<file path="src/rtl/cplx_addsub_pipe_pkg.sv">
// Shared packed-complex format: {Re, Im}, each a signed two's-complement component.
// Holds the component/word widths, field helpers and the add/sub mode encoding.
package cplx_addsub_pipe_pkg;

  localparam int CPLX_W      = 8;
  localparam int CPLX_WORD_W = 2 * CPLX_W;

  localparam logic MODE_ADD = 1'b0;
  localparam logic MODE_SUB = 1'b1;

  function automatic logic signed [CPLX_W-1:0] cplx_re(input logic [CPLX_WORD_W-1:0] w);
    return $signed(w[CPLX_WORD_W-1:CPLX_W]);
  endfunction

  function automatic logic signed [CPLX_W-1:0] cplx_im(input logic [CPLX_WORD_W-1:0] w);
    return $signed(w[CPLX_W-1:0]);
  endfunction

  function automatic logic [CPLX_WORD_W-1:0] cplx_pack(input logic signed [CPLX_W-1:0] re,
                                                       input logic signed [CPLX_W-1:0] im);
    return {re, im};
  endfunction

endpackage

</file>
<file path="src/rtl/cplx_comp_addsub.sv">
// Single signed component add/subtract with overflow detect.
// Define CPLX_ADDSUB_SAT_EN to saturate overflowing results instead of wrapping.
module cplx_comp_addsub
  import cplx_addsub_pipe_pkg::*;
#(
  parameter int W = CPLX_W
) (
  input  logic [W-1:0] a,
  input  logic [W-1:0] b,
  input  logic         mode,
  output logic [W-1:0] res,
  output logic         ovf
);

  logic [W:0] a_ext;
  logic [W:0] b_ext;
  logic [W:0] sum;
  logic       is_sub;

  // Work at W+1 bits so that a - (-2^(W-1)) is representable before the range check.
  always_comb begin
    is_sub = (mode == MODE_SUB);
    a_ext  = {a[W-1], a};
    b_ext  = is_sub ? ~{b[W-1], b} : {b[W-1], b};
    sum    = a_ext + b_ext + {{W{1'b0}}, is_sub};
    ovf    = sum[W] ^ sum[W-1];
`ifdef CPLX_ADDSUB_SAT_EN
    if (ovf)
      res = sum[W] ? {1'b1, {(W-1){1'b0}}} : {1'b0, {(W-1){1'b1}}};
    else
      res = sum[W-1:0];
`else
    res = sum[W-1:0];
`endif
  end

endmodule

</file>
<file path="src/rtl/cplx_addsub_pipe.sv">
// Two-stage valid/ready complex add/subtract pipeline (S1 operands, S2 result).
// Build with CPLX_ADDSUB_SAT_EN defined for saturating components; default wraps.
module cplx_addsub_pipe
  import cplx_addsub_pipe_pkg::*;
#(
  parameter int W     = CPLX_W,
  parameter int CNT_W = 16
) (
  input  logic             clk,
  input  logic             rst_n,
  input  logic             in_valid,
  output logic             in_ready,
  input  logic [2*W-1:0]   in_a,
  input  logic [2*W-1:0]   in_b,
  input  logic             in_mode,
  output logic             out_valid,
  input  logic             out_ready,
  output logic [2*W-1:0]   out_res,
  output logic [1:0]       out_ovf,
  output logic [CNT_W-1:0] op_count
);

  logic [2*W-1:0] s1_a;
  logic [2*W-1:0] s1_b;
  logic           s1_mode;
  logic           s1_valid;

  logic           s2_free;
  logic           s1_adv;
  logic           in_xfer;
  logic           out_xfer;

  logic [W-1:0]   res_re;
  logic [W-1:0]   res_im;
  logic           ovf_re;
  logic           ovf_im;

  // in_ready depends only on stage state and out_ready, never on in_valid.
  always_comb begin
    s2_free  = !out_valid || out_ready;
    s1_adv   = s1_valid && s2_free;
    in_ready = !s1_valid || s2_free;
    in_xfer  = in_valid && in_ready;
    out_xfer = out_valid && out_ready;
  end

  cplx_comp_addsub #(.W(W)) u_re (
    .a    (s1_a[2*W-1:W]),
    .b    (s1_b[2*W-1:W]),
    .mode (s1_mode),
    .res  (res_re),
    .ovf  (ovf_re)
  );

  cplx_comp_addsub #(.W(W)) u_im (
    .a    (s1_a[W-1:0]),
    .b    (s1_b[W-1:0]),
    .mode (s1_mode),
    .res  (res_im),
    .ovf  (ovf_im)
  );

  always_ff @(posedge clk or negedge rst_n) begin
    if (!rst_n) begin
      s1_valid <= 1'b0;
      s1_a     <= '0;
      s1_b     <= '0;
      s1_mode  <= MODE_ADD;
    end else if (in_xfer) begin
      s1_valid <= 1'b1;
      s1_a     <= in_a;
      s1_b     <= in_b;
      s1_mode  <= in_mode;
    end else if (s1_adv) begin
      s1_valid <= 1'b0;
    end
  end

  always_ff @(posedge clk or negedge rst_n) begin
    if (!rst_n) begin
      out_valid <= 1'b0;
      out_res   <= '0;
      out_ovf   <= '0;
    end else if (s1_adv) begin
      out_valid <= 1'b1;
      out_res   <= {res_re, res_im};
      out_ovf   <= {ovf_re, ovf_im};
    end else if (out_xfer) begin
      out_valid <= 1'b0;
    end
  end

  always_ff @(posedge clk or negedge rst_n) begin
    if (!rst_n)
      op_count <= '0;
    else if (out_xfer)
      op_count <= op_count + 1'b1;
  end

endmodule
</file>
<file path="config.mk">
export PLATFORM = sky130hd
export DESIGN_NAME = cplx_addsub_pipe
export DESIGN_NICKNAME = d
export VERILOG_FILES = /design/src/rtl/cplx_addsub_pipe_pkg.sv /design/src/rtl/cplx_comp_addsub.sv /design/src/rtl/cplx_addsub_pipe.sv
export SDC_FILE = /design/constraint.sdc
export NUM_CORES = 1
export LEC_CHECK = 0
export BUFFER_PORTS_ARGS = -buffer_cell sky130_fd_sc_hd__buf_2
export CAP_MARGIN = 20
export CORE_UTILIZATION = 32
export DETAILED_ROUTE_END_ITERATION = 10
export PLACE_DENSITY = 0.53
export SLEW_MARGIN = 0
export SYNTH_ARGS = -nofsm -noshare
export SYNTH_HDL_FRONTEND = slang
export SYNTH_SLANG_ARGS = --single-unit
</file>
<file path="constraint.sdc">
create_clock -name clk -period 2.4 [get_ports clk]
set_clock_uncertainty 0.15 [all_clocks]
set_input_delay 0.48 -clock clk [delete_from_list [all_inputs] [get_ports clk]]
set_output_delay 0.48 -clock clk [all_outputs]
set_load 0.02 [all_outputs]
</file>
==> results by stage, run 1 <==
Run status:
- The run finished with clean final reports.

Hold path:
- The path class of the tightest hold or removal check is input port to flop.

Detailed routing:
- In this run, the number of DRC markers left after iteration 0 of detailed routing was 52.
- Wires add up to 6540 µm.
- The via count is 2,316.
- The number of optimization iterations in the first detailed-route pass is 4.
- Using the TritonRoute via totals, the vias-per-cell ratio works out to 4.50.
- The count of nets left with antenna violations once routing finished came out at 0.
- Dividing the detail-routed wire length by the instance count gives 12.7 µm.
- The post-route DRC violation count is 0.

Synth:
- The XOR/XNOR share of the synthesized area is 11.6%.
- The fraction of the yosys area taken by sequential cells is 50.7%.
- The dominant combinational cell family by area after synthesis is multiplexers.
- The number of storage elements in the synthesis netlist is 69.
- In this run, synthesis inferred 0 flip-flops with an integrated enable.
- The synthesized netlist devotes 8.38% of its cell area to compound gates.
- The net count after synthesis is 338.
- The post-synthesis async set-or-reset flop share is 100%.
- The most used flip-flop cell after synthesis is sky130_fd_sc_hd__dfrtp_1.
- The share of synthesized cell area in and, or, nand and nor gates is 9.15%.
- In this run the mean area of a mapped cell was 12.0 µm².
- Summing the areas of all fa, ha and maj instances in the mapped netlist gives 6.69% of the synthesized area.
- Synthesis instantiated 33 different standard cells from the library.
- In the synthesized netlist, the number of instances is 284.
- The total of warnings raised by yosys is 0.
- Measured against the total synthesized area, the mux share comes to 11.8%.
- The area of the mapped netlist is 0.00341 mm².

Global routing:
- The number of global-route vias before repair was 2,296.
- The maximum number of pins on one net before global-route repair is 51.
- The initial antenna violation count came to 0.
- The overall track demand over capacity in global routing is 13.2%.
- After global routing the overflow that remains totals 0.
- The first-pass GRT wire length is 11,300 µm.

Timing:
- The final-report hold violation count is 0.
- Setup violations remaining at the end of the flow were counted as 0.
- After layout, the minimum clock period comes to 2.30 ns.
- The worst-case headroom to the max-slew limit is 68.0%.
- At the pin with the least slew margin, the transition time is 0.479 ns.
- The share of the clock period used by the worst path is 96.0%.
- For this run, the top clock speed supported by timing is 0.434 GHz.
- After layout, the worst setup slack is 0.0965 ns.
- Setup repair after global routing could not meet its margin everywhere.
- The final count of pins violating max slew is 0.

Worst setup path:
- The cell that appears most often on the critical path is sky130_fd_sc_hd__xor2_1.
- The signal on the critical path passes through buf_12, xor2_1, ha_1, and2_4, a221o_1, a31oi_4, xor2_1, o21ai_1.
- The combined buffer and inverter count along the critical path is 1.
- The signal arrival time at the worst endpoint is 2.37 ns.
- The critical path is of the flop to flop type.
- The startpoint kind of the worst setup timing path is a flop.
- The cell type of the slowest stage on the worst timing path is sky130_fd_sc_hd__dfrtp_1.
- In this design, the stage delay of the slowest critical-path cell is 0.41 ns.
- Grouping stages by cell kind, the critical path spends the most delay in compound AO/OA/AOI/OAI gates.
- Data on the critical path is required at its endpoint by 2.47 ns.
- The register-to-register path setup slack is 0.1 ns.
- The biggest fanout along the worst timing path is 9.
- The nature of the critical path endpoint is a flop.

Clock network:
- After clock tree synthesis, the clock-pin slew on the worst setup and hold paths is 0.07 ns.
- The total CTS buffers is 9.
- The root buffer cell is sky130_fd_sc_hd__clkbuf_8.
- The maximum clock insertion buffer count is 2.
- The number of clock sinks is 69.
- The latest clock arrival within the worst-skew pair is 0.34 ns.
- The H-tree was split into 3 levels.
- The clock tree from TritonCTS is done.

Layout:
- In the final design database the tool counted 428 nets.
- Cells with a size suffix above 1 make up 36.1% of the layout.
- The area growth from synthesis to layout is 24.6%.
- The combined area of the multi-input logic cells is 0.00164 mm².
- In the final layout, flip-flops and latches occupy 0.00173 mm².
- After routing the design area is 0.00424 mm².
- The number of non-filler instances in the completed layout is 515.
- The number of antenna repair diodes is 0.
- The library cells used most frequently in the layout, excluding fill and tap cells, are sky130_fd_sc_hd__buf_2, sky130_fd_sc_hd__dfrtp_1, sky130_fd_sc_hd__nand2_1.
- Once layout is complete, the utilization of the core stands at 41.1%.
- Counting the fill cells in the layout gives 1,032.
- The most common library cell in the layout ignoring fill and taps is sky130_fd_sc_hd__buf_2.

Die:
- The die covers 0.0111 mm².
- The top-level I/O count is 73.
- The floorplan step set the die width to 105 µm.
- Row generation in the floorplan step produced 37 rows.
- The floorplan step set the die height to 105 µm.
- Once the floorplan was initialized, standard cells occupied 33.0% of the core.
- The total core area is 0.0103 mm².

Placement:
- In this run the tool buffered the top-level ports with 72 buffer cells.
- The number of instances in the placed design is 492.
- Summed over all nets, the half-perimeter wirelength after detailed placement is 4870 µm.
- The setup slack at placement is 0.0169 ns.
- The placed instances occupy a cell area of 0.00399 mm².
- The congestion estimate from routability-driven global placement came to 0.786.

Power:
- The worst-case IR drop observed on VDD is 0.390 mV.
- In this run the power density over the cells is 1010 mW/mm².
- The standby leakage power is 2.03 nW.

Flow run:
- The total of max-cap violations is 0.
-- per-layer routing --
layer | part of all wire (%) | track usage [%] | vias to the layer above
li1 | - | - | 1161
met1 | 50 | 17.8 | 1099
met2 | 44 | 19.3 | 51
met3 | 4.3 | 4.18 | 5
met4 | 1.5 | 6.04 | 0
met5 | 0 | 0 | -
-- state kept, by name, indices dropped and copies added (netlist names) --
register	flops
op_count	16
out_ovf	2
out_res	16
out_valid	1
s1_a	16
s1_b	16
s1_mode	1
s1_valid	1
-- cell usage after synthesis, drive strengths merged (2+ instances only) --
master	count	area, µm²
dfrtp	69	1730
mux2	34	383
nand2	29	109
xor2	26	228
o21ai	20	108
xnor2	19	166
ha	15	188
nor2	9	36.3
a21oi	8	40.0
a21o	6	45.0
nand3	6	30.0
buf	5	31.3
nand2b	5	31.3
a31oi	4	55.1
and2	4	30.0
and4	4	36.3
inv	4	15.0
clkbuf	3	11.3
nand4	3	18.8
a221o	2	20.0
a31o	2	17.5
and3	2	12.5
fa	2	40.0
mux2i	2	20.0
-- final cells by class --
class | count | share of cell area, %
Sequential cell | 69 | 40.7
Clock buffer | 15 | 3.92
Clock inverter | 1 | 0.118
Timing Repair Buffer | 87 | 12.2
Tap cell | 136 | 4.01
Multi-Input combinational cell | 203 | 38.7
Inverter | 4 | 0.354
-- timing repair --
action / CTS / global route
hold buffers: 1 / 0
resized for setup: 0 / 5
endpoints found under the hold margin: 19 / 0
setup buffers: 0 / 6
endpoints found under the setup margin: 0 / 7
-- stage by stage --
step / hold slack, ns / power (mW) / setup TNS [ns]
6_report: 0.197 / 4.29 / 0
5_1_grt: 0.174 / 4.64 / -0.0400
4_1_cts: 0.177 / 4.28 / 0
3_5_place_dp: 0.316 / 3.41 / 0
3_3_place_gp: 0.310 / 3.38 / 0
2_1_floorplan: 0.0344 / 2.87 / 0
-- path summary, 6_finish.rpt --
| check | from | end | cells after the start |
|---|---|---|---|
| max | s1_mode | out_res[15] | 8 |
| max in group asynchronous | rst_n | s1_b[1] | 3 |
| min reg2reg | out_res[8] | out_res[8] | 2 |
| max reg2reg | s1_mode | out_res[15] | 8 |
| min in group asynchronous | rst_n | op_count[5] | 2 |
| min | in_b[1] | s1_b[1] | 2 |
-- cell families after synthesis --
family | Yosys count
AO/OA/AOI/OAI | 42
XOR/XNOR | 45
adder cells (fa/ha/maj) | 17
buffers and inverters | 12
flip-flops | 69
multiplexers | 36
AND/OR/NAND/NOR | 63
-- power by group --
part | switching (mW) | internal, mW
combinational | 0.980 | 0.820
sequential | 0.206 | 1.44
clock | 0.412 | 0.432
total | 1.60 | 2.69
(Power assumes the default switching activity.)
==> inputs of run 2 (changes only) <==
--- a/config.mk
+++ b/config.mk
@@ -7,6 +7,7 @@
 export LEC_CHECK = 0
 export BUFFER_PORTS_ARGS = -buffer_cell sky130_fd_sc_hd__buf_2
 export CAP_MARGIN = 20
+export CORE_ASPECT_RATIO = 1.4
 export CORE_UTILIZATION = 32
 export DETAILED_ROUTE_END_ITERATION = 10
 export PLACE_DENSITY = 0.53
==> run 2 against run 1 <==
Net effect:
- sequential power barely moved
- maximum frequency rose by 0.47%
- largest cell class unchanged
- register-to-register slack barely moved
- utilization rose by 0.74 points
- worst setup slack improved by 0.011 ns
==> results by stage, run 2 (same netlist as run 1, synthesis figures left out) <==
Die:
- The total core area is 0.0103 mm² (about the same).
- The top-level I/O count is 73 (unchanged).
- The initial core utilization is 32.9% (was 33.0%).
- The area enclosed by the die boundary is 0.0111 mm² (about the same).
- The die boundary width was 89.2 µm (was 105 µm).
- The chip height was 124 µm (was 105 µm).
- The count of standard-cell rows came to 44 (was 37).

Detailed routing:
- The detailed router's first-iteration violation count is 35 (was 52).
- The detailed-route vias per instance was 4.47 (was 4.50).
- The final wirelength is 6520 µm (was 6540 µm).
- The residual antenna-violating net count after detailed routing is 0 (unchanged).
- The number of optimization iterations in the first detailed-route pass was 4 (unchanged).
- The routed wire length per instance is 12.6 µm (was 12.7 µm).
- The post-route DRC violation count is 0 (unchanged).
- The via count is 2,310 (was 2,316).

Global routing:
- The maximum number of pins on one net before global-route repair is 37 (was 51).
- The initial antenna violation count is 0 (unchanged).
- The total global routing overflow came to 0 (unchanged).
- The overall track demand over capacity in global routing is 12.9% (was 13.2%).
- The number of global-route vias before repair is 2,231 (was 2,296).
- The first-pass GRT wire length is 10,600 µm (was 11,300 µm).

Clock network:
- The root buffer cell is sky130_fd_sc_hd__clkbuf_16 (was sky130_fd_sc_hd__clkbuf_8).
- The number of clock sinks is 69 (unchanged).
- The total CTS buffers was 9 (unchanged).
- The clock-pin slew of the registers on the worst-case setup and hold paths came to 0.06 ns (was 0.07 ns).
- The clock tree from TritonCTS is done (unchanged).
- The maximum clock insertion buffer count is 2 (unchanged).
- The H-tree depth was 3 (unchanged).
- The latest clock arrival within the worst-skew pair was 0.33 ns (was 0.34 ns).

Worst setup path:
- The launch point of the critical path is s1_mode (unchanged).
- The critical path capture point is out_res[7] (was out_res[15]).
- The signal arrival time at the worst endpoint was 2.35 ns (was 2.37 ns).
- The biggest fanout along the worst timing path came to 6 (was 9).
- The required time reported for the critical path endpoint is 2.45 ns (was 2.47 ns).
- The capture instance of the worst register-to-register path was out_res[7] (was out_res[15]).
- The register-to-register path setup slack is 0.11 ns (was 0.1 ns).
- The start of the worst register-to-register path was s1_mode (unchanged).
- The cell depth of the worst flop-to-flop path is 8 (unchanged).
- The nature of the critical path endpoint is a flop (unchanged).
- The startpoint kind of the worst setup timing path is a flop (unchanged).
- The critical path start-end classification is flop to flop (unchanged).

Timing:
- The achievable clock frequency came to 0.436 GHz (was 0.434 GHz).
- The share of the clock period used by the worst path is 95.5% (was 96.0%).
- Unrepaired setup endpoints after global routing: no (was yes).
- The worst path setup slack after routing is 0.107 ns (was 0.0965 ns).
- The final-report hold violation count was 0 (unchanged).
- The final count of pins violating max slew is 0 (unchanged).
- The transition time of the tightest slew-check pin was 0.495 ns (was 0.479 ns).
- The clock period minus final worst setup slack is 2.29 ns (was 2.30 ns).
- The count of endpoints failing setup in the final report came to 0 (unchanged).
- The worst-case headroom to the max-slew limit came to 67.0% (was 68.0%).
- The total negative slack is 0 ns (unchanged).

Layout:
- The most common library cell in the layout ignoring fill and taps was sky130_fd_sc_hd__buf_2 (unchanged).
- The fraction of layout cells with a size suffix above 1 is 36.1% (unchanged).
- Most used cells in the layout excluding fill and tap cells: sky130_fd_sc_hd__buf_2, sky130_fd_sc_hd__dfrtp_1, sky130_fd_sc_hd__nand2_1 (unchanged).
- The number of antenna repair diodes is 0 (unchanged).
- The layout net count is 428 (unchanged).
- The count of filler cells inserted in the layout was 1,049 (was 1,032).
- The relative area change from synthesis to final layout is 27.2% (was 24.6%).

Placement:
- The setup slack at placement is 0.0788 ns (was 0.0169 ns).
- The half-perimeter wire length after detailed placement is 5060 µm (was 4870 µm).
- The count of input and output buffers is 72 (unchanged).
- The final RePlAce weighted congestion was 0.746 (was 0.786).

Flow run:
- The total of max-cap violations was 0 (unchanged).

Hold path:
- The type of the tightest min-delay check is input port to flop (unchanged).

Power:
- The power density relative to cell area was 1070 mW/mm² (was 1010 mW/mm²).
- The worst IR drop on VDD is 0.347 mV (was 0.390 mV).
- The standby leakage power is 2.08 nW (was 2.03 nW).

Run status:
- Run status: complete, no violations (unchanged).
run 2: what timing repair did:
item,in CTS,in global routing
buffers inserted,0,0
gates resized for setup,0,1
endpoints found under the hold margin,19,0
hold buffers,1,0
setup endpoints to repair,0,3
run 2: power breakdown:
part | switching (mW) | internal [mW] | total (mW) | leakage, nW
clock | 0.470 | 0.749 | 1.22 | 0.138
combinational | 0.959 | 0.810 | 1.77 | 1.10
sequential | 0.196 | 1.44 | 1.64 | 0.840
total | 1.63 | 3.00 | 4.63 | 2.08
run 2: critical path, cell delays in order, from the launching register on:
cell and delay, ns:
sky130_fd_sc_hd__dfrtp_1 0.42, sky130_fd_sc_hd__buf_4 0.19, sky130_fd_sc_hd__xor2_1 0.16, sky130_fd_sc_hd__ha_1 0.34, sky130_fd_sc_hd__and2_4 0.18, sky130_fd_sc_hd__a221o_1 0.32
sky130_fd_sc_hd__a31oi_4 0.17, sky130_fd_sc_hd__xor2_1 0.17, sky130_fd_sc_hd__o21ai_1 0.07
run 2: cell type report:
type	instances	area, µm²	share of cell area, %
Inverter	4	15.0	0.347
Clock buffer	12	256	5.92
Clock inverter	4	22.5	0.520
Timing Repair Buffer	87	513	11.8
Multi-Input combinational cell	203	1630	37.5
Tap cell	138	173	3.99
Sequential cell	69	1730	39.9
run 2: worst min-delay path by stage:
stage,from,endpoint,slack [ns],cells past startpoint
6_report,in_a[4],s1_a[4],0.21,2
5_1_grt,in_a[9],s1_a[9],0.20,2
4_1_cts,in_valid,s1_valid,0.20,2
3_5_place_dp,out_res[2],out_res[2],0.31,2
3_3_place_gp,op_count[15],op_count[15],0.31,1
2_1_floorplan,rst_n,op_count[0],0.03,0
run 2: through the flow:
step | cell area [µm²] | utilization [%] | cells | power, mW | hold WS (ns)
2_1_floorplan | 3410 | - | 284 | 2.87 | 0.0344
3_5_place_dp | 4040 | 39.0 | 500 | 3.46 | 0.315
4_1_cts | 4330 | 41.8 | 517 | 4.72 | 0.196
3_3_place_gp | 4040 | 39.0 | 500 | 3.42 | 0.308
5_1_grt | 4330 | 41.9 | 517 | 4.97 | 0.202
6_report | 4330 | 41.9 | 517 | 4.63 | 0.208
run 2: per-layer routing:
layer  global-route usage [%]  up-vias  part of all wire (%)
met5                        0        -                     0
met4                     5.95        0                   2.2
met3                     4.51       12                   5.1
met2                     20.0       54                    46
met1                     16.1     1075                    46
li1                         -     1169                     -
==> inputs of run 3 (changes only) <==
--- a/config.mk
+++ b/config.mk
@@ -10,7 +10,7 @@
 export CORE_ASPECT_RATIO = 1.4
 export CORE_UTILIZATION = 32
 export DETAILED_ROUTE_END_ITERATION = 10
-export PLACE_DENSITY = 0.53
+export PLACE_DENSITY = 0.52
 export SLEW_MARGIN = 0
 export SYNTH_ARGS = -nofsm -noshare
 export SYNTH_HDL_FRONTEND = slang
==> constraint.sdc (replaced) <==
create_clock -name clk -period 2.9 [get_ports clk]
set_clock_uncertainty 0.15 [all_clocks]
set_input_delay 0.58 -clock clk [delete_from_list [all_inputs] [get_ports clk]]
set_output_delay 0.58 -clock clk [all_outputs]
set_load 0.02 [all_outputs]
==> run 3 against run 2 <==
Net effect:
- sequential share of layout area grew 0.85 points
- non-clock buffer count shrank 8
- utilization shrank 0.87 points
- critical path depth grew 1
- register-to-register slack gained 0.43 ns
- maximum frequency shrank 2.9%
- critical endpoint is now out_res[14]
- highest routed layer unchanged
==> results by stage, run 3 (same netlist as run 1, synthesis figures left out) <==
Clock network:
- The latest clock arrival within the worst-skew pair was 0.33 ns (about the same).
- The number of clock sinks is 69 (unchanged).
- The hold buffer count at cts was 0 (was 1).
- The H-tree depth was 3 (unchanged).
- The clock tree from TritonCTS is done (unchanged).
- The number of cells upsized or downsized after cts is 0 (unchanged).
- The number of buffers added for setup after CTS is 0 (unchanged).
- The clock-pin slew of the registers on the worst-case setup and hold paths is 0.05 ns (was 0.06 ns).
- The total CTS buffers is 9 (unchanged).
- The root buffer cell is sky130_fd_sc_hd__clkbuf_16 (unchanged).
- The maximum clock insertion buffer count is 2 (unchanged).

Timing:
- Unrepaired setup endpoints after global routing: no (unchanged).
- The transition time of the tightest slew-check pin is 0.784 ns (was 0.495 ns).
- The worst-case headroom to the max-slew limit came to 47.7% (was 67.0%).
- The final-report hold violation count is 0 (unchanged).
- The clock period minus final worst setup slack is 2.36 ns (was 2.29 ns).
- The share of the clock period used by the worst path is 81.5% (was 95.5%).
- The achievable clock frequency came to 0.423 GHz (was 0.436 GHz).
- The final count of pins violating max slew came to 0 (unchanged).
- The total negative slack is 0 ns (unchanged).
- The count of endpoints failing setup in the final report is 0 (unchanged).

Flow run:
- The total of max-cap violations is 0 (unchanged).

Power:
- The standby leakage power came to 2.04 nW (was 2.08 nW).
- The worst IR drop on VDD is 0.279 mV (was 0.347 mV).
- The power density relative to cell area is 899 mW/mm² (was 1070 mW/mm²).
- The total power of the final layout came to 3.81 mW (was 4.63 mW).

Worst setup path:
- The cell type of the slowest stage on the worst timing path is sky130_fd_sc_hd__fa_1 (was sky130_fd_sc_hd__dfrtp_1).
- The start of the worst register-to-register path is s1_mode (unchanged).
- The launch point of the critical path is s1_mode (unchanged).
- The critical path start-end classification is flop to flop (unchanged).
- The nature of the critical path endpoint is a flop (unchanged).
- Critical-path cell list: buf_4, xor2_1, inv_1, fa_1, nand2b_1, a21oi_1, a31oi_1, xor2_1, o21ai_0 (was buf_4, xor2_1, ha_1, and2_4, a221o_1, a31oi_4, xor2_1, o21ai_1).
- The maximum cell stage delay along the critical path is 0.42 ns (about the same).
- The cell type with the highest occurrence count on the critical path was sky130_fd_sc_hd__xor2_1 (unchanged).
- The startpoint kind of the worst setup timing path was a flop (unchanged).
- The capture instance of the worst register-to-register path is out_res[14] (was out_res[7]).
- The required time reported for the critical path endpoint is 3.00 ns (was 2.45 ns).
- The biggest fanout along the worst timing path is 9 (was 6).
- The instance count on the critical path is 9 (was 8).
- The combined buffer and inverter count along the critical path is 2 (was 1).
- The signal arrival time at the worst endpoint is 2.46 ns (was 2.35 ns).
- The cell depth of the worst flop-to-flop path came to 9 (was 8).
- The register-to-register path setup slack is 0.54 ns (was 0.11 ns).
- The critical path capture point is out_res[14] (was out_res[7]).
- The largest delay contributor family on the critical path is compound AO/OA/AOI/OAI gates (unchanged).

Die:
- The area enclosed by the die boundary is 0.0111 mm² (unchanged).
- The top-level I/O count is 73 (unchanged).
- The die boundary width is 89.2 µm (unchanged).
- The chip height is 124 µm (unchanged).
- The initial core utilization is 32.9% (unchanged).
- The total core area was 0.0103 mm² (unchanged).
- The count of standard-cell rows is 44 (unchanged).

Layout:
- The relative area change from synthesis to final layout is 24.5% (was 27.2%).
- The layout net count is 420 (was 428).
- The number of non-filler instances in the completed layout is 509 (was 517).
- The count of filler cells inserted in the layout is 1,062 (was 1,049).
- The utilization after layout came to 41.0% (was 41.9%).
- Most used cells in the layout excluding fill and tap cells: sky130_fd_sc_hd__buf_2, sky130_fd_sc_hd__dfrtp_1, sky130_fd_sc_hd__nand2_1 (unchanged).
- The number of antenna repair diodes is 0 (unchanged).
- The most common library cell in the layout ignoring fill and taps is sky130_fd_sc_hd__buf_2 (unchanged).
- The fraction of layout cells with a size suffix above 1 came to 34.8% (was 36.1%).

Placement:
- The number of instances in the placed design is 493 (was 500).
- The final RePlAce weighted congestion came to 0.757 (was 0.746).
- The count of input and output buffers is 72 (unchanged).
- The half-perimeter wire length after detailed placement is 5000 µm (was 5060 µm).

Global routing:
- The maximum number of pins on one net before global-route repair is 37 (unchanged).
- The number of global-route vias before repair came to 2,314 (was 2,231).
- The first-pass GRT wire length was 10,800 µm (was 10,600 µm).
- The initial antenna violation count is 0 (unchanged).
- The overall track demand over capacity in global routing is 13.2% (was 12.9%).
- The total global routing overflow is 0 (unchanged).

Detailed routing:
- The via count was 2,296 (was 2,310).
- The number of optimization iterations in the first detailed-route pass is 4 (unchanged).
- The final wirelength is 6510 µm (was 6520 µm).
- The post-route DRC violation count was 0 (unchanged).
- The detailed-route vias per instance is 4.51 (was 4.47).
- The detailed router's first-iteration violation count was 71 (was 35).
- The residual antenna-violating net count after detailed routing came to 0 (unchanged).
- The routed wire length per instance was 12.8 µm (was 12.6 µm).

Run status:
- Run status: complete, no violations (unchanged).

Hold path:
- The type of the tightest min-delay check is input port to asynchronous set/reset pin (was input port to flop).
run 3: cell count changes in the layout (fill, tap and decap cells not counted):
cell                            delta
sky130_fd_sc_hd__clkinv_2          +1
sky130_fd_sc_hd__clkinvlp_4        -1
sky130_fd_sc_hd__a21oi_1           +1
sky130_fd_sc_hd__clkbuf_8          -1
sky130_fd_sc_hd__buf_12            -3
sky130_fd_sc_hd__buf_4             -4
sky130_fd_sc_hd__dlygate4sd3_1     -1
sky130_fd_sc_hd__a21oi_2           -1
sky130_fd_sc_hd__bufinv_16         +1
run 3: how the worst min path moves through the flow:
| stage | slack [ns] | to | cells past startpoint | start |
|---|---|---|---|---|
| floorplan | 0.13 | op_count[0] | 0 | rst_n |
| global placement | 0.31 | out_res[2] | 2 | out_res[2] |
| detailed placement | 0.32 | out_res[1] | 2 | out_res[1] |
| global route | 0.24 | op_count[5] | 1 | rst_n |
| CTS | 0.22 | op_count[5] | 1 | rst_n |
| finish | 0.18 | op_count[5] | 1 | rst_n |
run 3: report_power, final:
part	internal [mW]	switching, mW
sequential	1.20	0.161
combinational	0.604	0.781
clock	0.682	0.390
run 3: area by class of cell:
cell class	instances	area [µm²]	share of cell area (%)
clock buffers	11	243	5.72
inverters	4	15.0	0.354
multi-input cells	203	1620	38.2
flip-flops and latches	69	1730	40.7
well taps	138	173	4.07
repair buffers	79	413	9.73
clock inverters	5	50.0	1.18
run 3: per-layer routing:
metal  part of all wire (%)  wire (µm)  track usage (%)
met5                      0          0                0
met4                    2.0        133             6.85
met3                    5.5        358             4.24
met2                     48       3110             21.5
met1                     45       2910             15.3
run 3: per-stage QoR:
step,hold slack [ns],area [µm²],setup WS [ns]
after floorplan,0.134,3410,0.542
after detailed placement,0.316,3950,0.555
after global routing,0.238,4240,0.323
after CTS,0.218,4240,0.544
after global placement,0.309,3950,0.586
final,0.181,4240,0.538
